### src/rtl/serial_display_receiver.sv
// Serial display-controller receiver: synchronizes an asynchronous 3-wire
// serial link, assembles 16-bit address/data words and decodes them into
// digit and control registers. Optional macro SERIAL_RX_FRAME_CHECK_EN
// rejects frames whose bit count is not exactly 16.
module serial_display_receiver (
    input  logic       i_clk,
    input  logic       i_reset_n,
    input  logic       i_serial_din,
    input  logic       i_serial_clk,
    input  logic       i_serial_load,
    input  logic [2:0] i_rd_addr,
    output logic [7:0] o_rd_data,
    output logic [7:0] o_decode_mode,
    output logic [3:0] o_intensity,
    output logic [2:0] o_scan_limit,
    output logic       o_shutdown_n,
    output logic       o_display_test,
    output logic       o_word_valid,
    output logic [15:0] o_word,
    output logic       o_frame_err
);

    logic [1:0]      din_sync;
    logic [1:0]      sclk_sync;
    logic [1:0]      load_sync;
    logic            sclk_hist;
    logic            load_hist;
    logic            clk_rise;
    logic            load_rise;
    logic [15:0]     shreg;
    logic [15:0]     shift_next;
    logic [4:0]      bit_cnt;
    logic [4:0]      cnt_next;
    logic            commit;
    logic [3:0]      addr;
    logic [7:0]      data;
    logic [2:0]      digit_idx;
    logic [7:0][7:0] digits;

    // History flops reset low, so a line already high at release gives one edge.
    always_ff @(posedge i_clk or negedge i_reset_n) begin
        if (!i_reset_n) begin
            din_sync  <= '0;
            sclk_sync <= '0;
            load_sync <= '0;
            sclk_hist <= 1'b0;
            load_hist <= 1'b0;
        end else begin
            din_sync  <= {din_sync[0], i_serial_din};
            sclk_sync <= {sclk_sync[0], i_serial_clk};
            load_sync <= {load_sync[0], i_serial_load};
            sclk_hist <= sclk_sync[1];
            load_hist <= load_sync[1];
        end
    end

    assign clk_rise  = sclk_sync[1] & ~sclk_hist;
    assign load_rise = load_sync[1] & ~load_hist;

    // Post-shift view: a load edge coinciding with a clock edge sees the new bit.
    assign shift_next = clk_rise ? {shreg[14:0], din_sync[1]} : shreg;
    assign cnt_next   = (clk_rise && bit_cnt != 5'd31) ? bit_cnt + 5'd1 : bit_cnt;

    always_ff @(posedge i_clk or negedge i_reset_n) begin
        if (!i_reset_n) begin
            shreg   <= '0;
            bit_cnt <= '0;
        end else begin
            shreg   <= shift_next;
            bit_cnt <= load_rise ? 5'd0 : cnt_next;
        end
    end

`ifdef SERIAL_RX_FRAME_CHECK_EN
    assign commit = load_rise && (cnt_next == 5'd16);

    always_ff @(posedge i_clk or negedge i_reset_n) begin
        if (!i_reset_n) o_frame_err <= 1'b0;
        else            o_frame_err <= load_rise && (cnt_next != 5'd16);
    end
`else
    assign commit      = load_rise;
    assign o_frame_err = 1'b0;
`endif

    assign addr      = shift_next[11:8];
    assign data      = shift_next[7:0];
    assign digit_idx = 3'(addr - 4'd1);

    always_ff @(posedge i_clk or negedge i_reset_n) begin
        if (!i_reset_n) begin
            o_word         <= '0;
            o_word_valid   <= 1'b0;
            digits         <= '0;
            o_decode_mode  <= '0;
            o_intensity    <= '0;
            o_scan_limit   <= '0;
            o_shutdown_n   <= 1'b0;
            o_display_test <= 1'b0;
        end else begin
            o_word_valid <= commit;
            if (commit) begin
                o_word <= shift_next;
                case (addr)
                    4'h1, 4'h2, 4'h3, 4'h4,
                    4'h5, 4'h6, 4'h7, 4'h8: digits[digit_idx] <= data;
                    4'h9:    o_decode_mode  <= data;
                    4'hA:    o_intensity    <= data[3:0];
                    4'hB:    o_scan_limit   <= data[2:0];
                    4'hC:    o_shutdown_n   <= data[0];
                    4'hF:    o_display_test <= data[0];
                    default: ;
                endcase
            end
        end
    end

    assign o_rd_data = digits[i_rd_addr];

endmodule

### config.mk
export PLATFORM = sky130hd
export DESIGN_NAME = serial_display_receiver
export DESIGN_NICKNAME = d
export VERILOG_FILES = /design/src/rtl/serial_display_receiver.sv
export SDC_FILE = /design/constraint.sdc
export NUM_CORES = 1
export LEC_CHECK = 0
export ABC_CLOCK_PERIOD_IN_PS = 2300
export CAP_MARGIN = 20
export CORE_MARGIN = 2
export CORE_UTILIZATION = 40
export DETAILED_ROUTE_END_ITERATION = 16
export PLACE_DENSITY_LB_ADDON = 0.05
export REMOVE_ABC_BUFFERS = 1
export SYNTH_ARGS = -nofsm -noshare
export SYNTH_HDL_FRONTEND = slang
export SYNTH_SLANG_ARGS = --single-unit
### constraint.sdc
create_clock -name i_clk -period 2.3 [get_ports i_clk]
set_input_delay 0.345 -clock i_clk [delete_from_list [all_inputs] [get_ports i_clk]]
set_output_delay 0.345 -clock i_clk [all_outputs]
set_load 0.005 [all_outputs]
==> results.json, run 1 <==
{
  "status": "complete, no violations",
  "grt_setup_unrepaired": "no",
  "avgSynthCellArea_sq_um": 14.98,
  "dp_hpwl_um": 6808,
  "area_growth_pct": 26.55,
  "synth-edff-count": 0,
  "synth_ff_type": "dfrtp_1",
  "startpoint_type": "flip-flop",
  "fin_nets": 424,
  "finish.utilization_pct": 52.13,
  "layout.cells.non_filler": 600,
  "multiInputGateArea_sq_um": 2063,
  "grt_pass1_wl_um": 17620,
  "antenna_found_initial": 0,
  "place_area_sq_um": 6016,
  "slew_violations": 0,
  "h-tree-depth": 4,
  "cts_buffer_depth": 2,
  "antenna_left": 0,
  "initial_core_util_pct": 41.20,
  "yosys_warnings": 0,
  "detail_route.wirelength_um": 10720,
  "fin_area_sq_um": 6633,
  "end_kind": "output port",
  "die_width_um": 118.5,
  "cts_root_buf": "clkbuf_16",
  "p_per_area_nw_per_um2": 1145,
  "path_buf_inv": 1,
  "finalSetupViolations": 0,
  "period_share_pct": 94.41,
  "cts.sink_count": 122,
  "drtPass1Iterations": 4,
  "route.vias.total": 3015,
  "power_leakage_nw": 3.182,
  "drv_cap": 0,
  "ys_types": 38,
  "synth_cells": 350,
  "clock.fmax_ghz": 0.4605,
  "hold_viol": 0,
  "drc": 0,
  "ir_worst_vdd_uv": 557.6,
  "ys_ff_latch": 122,
  "timing.hold.ws_ns": 0.3445,
  "cp_data_arrival_time_ns": 1.83,
  "grt_max_degree": 57,
  "vias_per_cell": 5.025,
  "register_area_sq_um": 3053,
  "yosysSeqAreaShare_pct": 58.25,
  "overflow": 0,
  "fillers": 1160,
  "routedWlPerCell_um": 17.87,
  "crit_family": "multiplexers",
  "die_area_sq_um": 14040,
  "crit_fanout": 2,
  "synth_top_cell_area_share_pct": 58.25,
  "yosysTopAreaCell": "dfrtp_1",
  "clkLatencyLatePin_ns": 0.41,
  "core_region_area_sq_um": 12720,
  "required_ns": 1.96,
  "track_usage_pct": 16.80,
  "clock_skew_ns": 0.004841,
  "slowest_delay_ns": 0.48,
  "clk_pin_slew_ns": 0.05,
  "fin_crit_ns": 2.171,
  "min_path_type": "reg2reg",
  "die_y_um": 118.5,
  "yosys-top-cells-count": "dfrtp_1 (122), mux2_2 (97), nand2_1 (44)",
  "crit_type": "reg2out",
  "slowest_stage": "mux4_2",
  "port_buffers": 49,
  "rows": 41,
  "dr.first_iter.drc_count": 86,
  "place.gp.congestion": 0.7392,
  "drive_above_1_share_pct": 42.76,
  "first_global_vias": 3241,
  "io_pins": 51,
  "path_cells": "mux4_2, mux2_2, dlygate4sd2_1",
  "dp_cells": 566,
  "tritoncts": "built",
  "n_antenna_cell": 0,
  "synthTopCellsByArea": "dfrtp_1 (58%), mux2_2 (21%), mux4_2 (6.9%)",
  "cts_buffers": 17,
  "async_flop_share_pct": 100.0,
  "yosys.cell_count.top_type": "dfrtp_1",
  "syn_area_sq_um": 5241
}
==> placed cells by master, fill, tap and decap left out, types with 2 or more instances in the layout <==
cell,instances
nor4_1,2
buf_4,15
nor2_1,3
a32oi_2,2
mux2_4,8
clkbuf_1,3
dfrtp_1,122
bufinv_16,2
clkdlybuf4s50_1,38
clkbuf_8,2
nor2b_1,2
mux4_2,16
and3b_1,2
clkinv_1,2
nand2b_1,3
clkbuf_16,17
nand2_1,44
clkinv_2,6
dlygate4sd2_1,8
nand3b_1,2
buf_12,4
a21oi_1,2
a21o_1,2
mux2_2,97
==> final timing paths <==
check	to	depth (start not counted)	startpoint	slack, ns
max in group asynchronous	digits[24]$_DFFE_PN0P_	3	i_reset_n	1.25
setup reg to reg	digits[8]$_DFFE_PN0P_	5	shreg[10]$_DFF_PN0_	0.20
hold / removal	din_sync[1]$_DFF_PN0_	0	din_sync[0]$_DFF_PN0_	0.34
min in group asynchronous	o_word_valid$_DFF_PN0_	2	i_reset_n	0.41
setup / recovery	o_rd_data[1]	3	digits[57]$_DFFE_PN0P_	0.13
hold reg to reg	din_sync[1]$_DFF_PN0_	0	din_sync[0]$_DFF_PN0_	0.34
==> worst reg2reg max path, delay by kind of cell (launching register included) <==
family,cells,cell delay [ns]
multiplexers,1,0.36
AND/OR/NAND/NOR,2,0.61
buffers and inverters,1,0.22
flip-flops,1,0.40
AO/OA/AOI/OAI,1,0.40
==> power by group <==
group	leakage [nW]	switching (W)	internal (W)
Combinational	1.29	0.000775	0.00114
Clock	0.279	0.000891	0.00163
Sequential	1.61	0.000360	0.00280
Total	3.18	0.00202	0.00557
==> metrics by stage <==
stage	setup TNS (ns)	power, W	worst slack, ns
6_report	0	0.007597	0.1285
5_1_grt	0	0.008040	0.06508
4_1_cts	0	0.007710	0.1218
3_5_place_dp	-2.657	0.005163	-0.3457
3_3_place_gp	-2.594	0.005134	-0.3380
2_1_floorplan	0	0.004263	0.1623
==> what timing repair did <==
item,CTS,global route
endpoints found under the hold margin,28,0
gates resized for setup,16,0
setup endpoints to repair,8,0
buffers inserted,0,0
hold buffers,1,0
==> cells by family (layout without fill, tap and decap cells) <==
| kind of cell | count (synthesis) | after routing | synth area share, % |
|---|---|---|---|
| DFF | 122 | 122 | 58.25 |
| other | 1 | 1 | 0.07155 |
| and+or+nand+nor | 67 | 67 | 6.708 |
| buffers and inverters | 26 | 104 | 2.387 |
| muxes | 121 | 121 | 30.01 |
| AOI/OAI and AO/OA | 13 | 13 | 2.578 |
==> sequential cells by signal, indices dropped and copies added (netlist names) <==
signal / count
shreg: 16
digits: 64
sclk_hist: 1
o_display_test: 1
o_scan_limit: 3
o_intensity: 4
o_word_valid: 1
din_sync: 2
o_shutdown_n: 1
o_word: 16
sclk_sync: 2
o_decode_mode: 8
load_sync: 2
load_hist: 1
==> per-layer routing <==
layer	up-vias	routed length [um]	part of all wire, %	global-route usage, %
met3	14	419	3.9	4.875
met1	1566	5185	48	23.16
met4	0	197	1.8	6.696
met5	-	0	0	0
li1	1386	-	-	-
met2	49	4919	46	25.04
==> final cells by class <==
class / count / area share (%)
Inverter: 3 / 0.1698
Clock buffer: 22 / 6.999
Sequential cell: 122 / 46.03
Clock inverter: 9 / 1.471
Tap cell: 172 / 3.245
Multi-Input combinational cell: 202 / 31.11
Timing Repair Buffer: 70 / 10.98
(Power assumes the default switching activity.)
==> run 2, diff against run 1 <==
CAP_MARGIN = 5   (was 20)
GPL_ROUTABILITY_DRIVEN = 0   (was unset)
==> results of run 2 <==
Same layout as run 1: the final DEF is identical, and so are final timing and power.
==> run 3, diff against run 2 <==
CORE_MARGIN = unset   (was 2)
==> run 3 against run 2 <==
Worst setup slack got worse by 0.025 ns. Clock power decreased by 7.9%. Sequential share of layout area increased by 0.24 points. First-iteration DRC count increased by 76%. Clock skew increased by 0.0018 ns. Register-to-register slack got worse by 0.097 ns. Critical endpoint is now digits[17]$_DFFE_PN0P_.
==> results.json, run 3 (synthesis gave the netlist of run 1 again) <==
{
  "clk_pin_slew_ns": 0.05,
  "slowest_stage": "a211oi_1",
  "finalPower_w": 0.007403,
  "tightest_slew_ns": 0.6965,
  "drtPass1Iterations": 4,
  "overflow": 0,
  "slowest_delay_ns": 0.45,
  "die_y_um": 116.5,
  "area_growth_pct": 25.90,
  "antenna_left": 0,
  "dp_hpwl_um": 6884,
  "drv_cap": 0,
  "crit_fanout": 8,
  "clock_skew_ns": 0.006604,
  "startpoint_type": "flip-flop",
  "slew_headroom_pct": 53.57,
  "h-tree-depth": 4,
  "p_per_area_nw_per_um2": 1122,
  "route.vias.total": 3018,
  "drive_above_1_share_pct": 42.29,
  "crit_type": "reg2reg",
  "post_cts.repair.setup_buffers": 0,
  "largest_reg_flops": 64,
  "vias_per_cell": 5.030,
  "cp_data_arrival_time_ns": 2.49,
  "clkLatencyLatePin_ns": 0.41,
  "cts_root_buf": "clkbuf_16",
  "end_kind": "flip-flop",
  "power_leakage_nw": 3.169,
  "cts_buffers": 17,
  "fin_nets": 426,
  "drc": 0,
  "finish.utilization_pct": 51.87,
  "clock.fmax_ghz": 0.4552,
  "layout.cells.most_common": "dfrtp_1",
  "cts_buffer_depth": 2,
  "path_cells": "or3b_4, a211oi_1, nand3_2, mux2_2",
  "layout_common_cells": "dfrtp_1 (122), mux2_2 (97), nand2_1 (44)",
  "required_ns": 2.59,
  "largestRegisters": "digits (64), o_word (16), shreg (16)",
  "cts.sink_count": 122,
  "hold_viol": 0,
  "detail_route.wirelength_um": 10770,
  "fin_crit_ns": 2.197,
  "period_share_pct": 95.51,
  "status": "complete, no violations",
  "initial_core_util_pct": 41.20,
  "first_global_vias": 3137,
  "multiInputGateArea_sq_um": 2063,
  "slew_violations": 0,
  "grt_pass1_wl_um": 17470,
  "ir_worst_vdd_uv": 532.1,
  "port_buffers": 49,
  "core_region_area_sq_um": 12720,
  "die_width_um": 116.5,
  "grt_setup_unrepaired": "no",
  "rows": 41,
  "io_pins": 51,
  "antenna_found_initial": 0,
  "tritoncts": "built",
  "die_area_sq_um": 13570,
  "dr.first_iter.drc_count": 151,
  "min_path_type": "reg2reg",
  "register_area_sq_um": 3053,
  "grt_max_degree": 54,
  "routedWlPerCell_um": 17.95,
  "n_antenna_cell": 0,
  "finalSetupViolations": 0,
  "largest_register": "digits",
  "track_usage_pct": 18.20,
  "fillers": 1157
}
## run 3: cell types whose count changed in the layout (fill, tap and decap cells not counted)
cell             delta
dlygate4sd2_1       +1
clkinv_2            -3
clkbuf_1            +2
clkbuf_8            +2
clkinvlp_4          -1
bufinv_16           -2
clkdlybuf4s15_1     -1
buf_4               +2
## run 3: worst paths after layout
path,to,startpoint,slack (ns),cells after the start
hold reg to reg,load_sync[1]$_DFF_PN0_,load_sync[0]$_DFF_PN0_,0.34,0
setup / recovery,digits[17]$_DFFE_PN0P_,shreg[10]$_DFF_PN0_,0.10,4
setup reg to reg,digits[17]$_DFFE_PN0P_,shreg[10]$_DFF_PN0_,0.10,4
hold / removal,load_sync[1]$_DFF_PN0_,load_sync[0]$_DFF_PN0_,0.34,0
min in group asynchronous,o_word[15]$_DFFE_PN0P_,i_reset_n,0.53,2
max in group asynchronous,digits[6]$_DFFE_PN0P_,i_reset_n,1.06,3
## run 3: cell type report
| cell class | instances | area share, % |
|---|---|---|
| Clock buffer | 26 | 7.565 |
| Inverter | 3 | 0.1706 |
| Sequential cell | 122 | 46.26 |
| Clock inverter | 3 | 0.2275 |
| Timing Repair Buffer | 72 | 11.24 |
| Tap cell | 172 | 3.261 |
| Multi-Input combinational cell | 202 | 31.27 |
## run 3: report_power, final
group | total, W | switching [W] | internal (W)
sequential | 0.00316 | 0.000352 | 0.00281
combinational | 0.00193 | 0.000786 | 0.00114
clock | 0.00232 | 0.000855 | 0.00146
## run 3: worst max-delay path: cells and delay by family (launching register included)
kind               cells  cell delay (ns)
DFF                    1             0.40
AOI/OAI and AO/OA      1             0.45
and+or+nand+nor        2             0.84
muxes                  1             0.39
## run 3: repair_timing
item                       4_1_cts  5_1_grt
hold endpoints to repair         1        0
setup endpoints to repair        8        0
hold buffers                     1        0
gates resized for setup         15        0
## run 3: metrics by stage
| step | cell area [sq um] | hold WS (ns) | cells | worst slack [ns] | TNS (ns) |
|---|---|---|---|---|---|
| final | 6599 | 0.3442 | 600 | 0.1033 | 0 |
| after global routing | 6599 | 0.3486 | 600 | 0.003501 | 0 |
| after CTS | 6599 | 0.3472 | 600 | 0.1065 | 0 |
| after detailed placement | 6031 | 0.3358 | 568 | -0.3639 | -2.779 |
| after global placement | 6031 | 0.3329 | 568 | -0.3394 | -2.589 |
| after floorplan | 5127 | 0.04941 | 327 | 0.1623 | 0 |
## run 3: layer usage
metal  wire length (um)  track usage, %  share of wire (%)  vias to the layer above
met3                430           4.930                4.0                       13
met2               4827           26.07                 45                       56
met4                189           8.718                1.8                        0
met1               5323           25.62                 49                     1564
li1                   -               -                  -                     1385
met5                  0               0                  0                        -
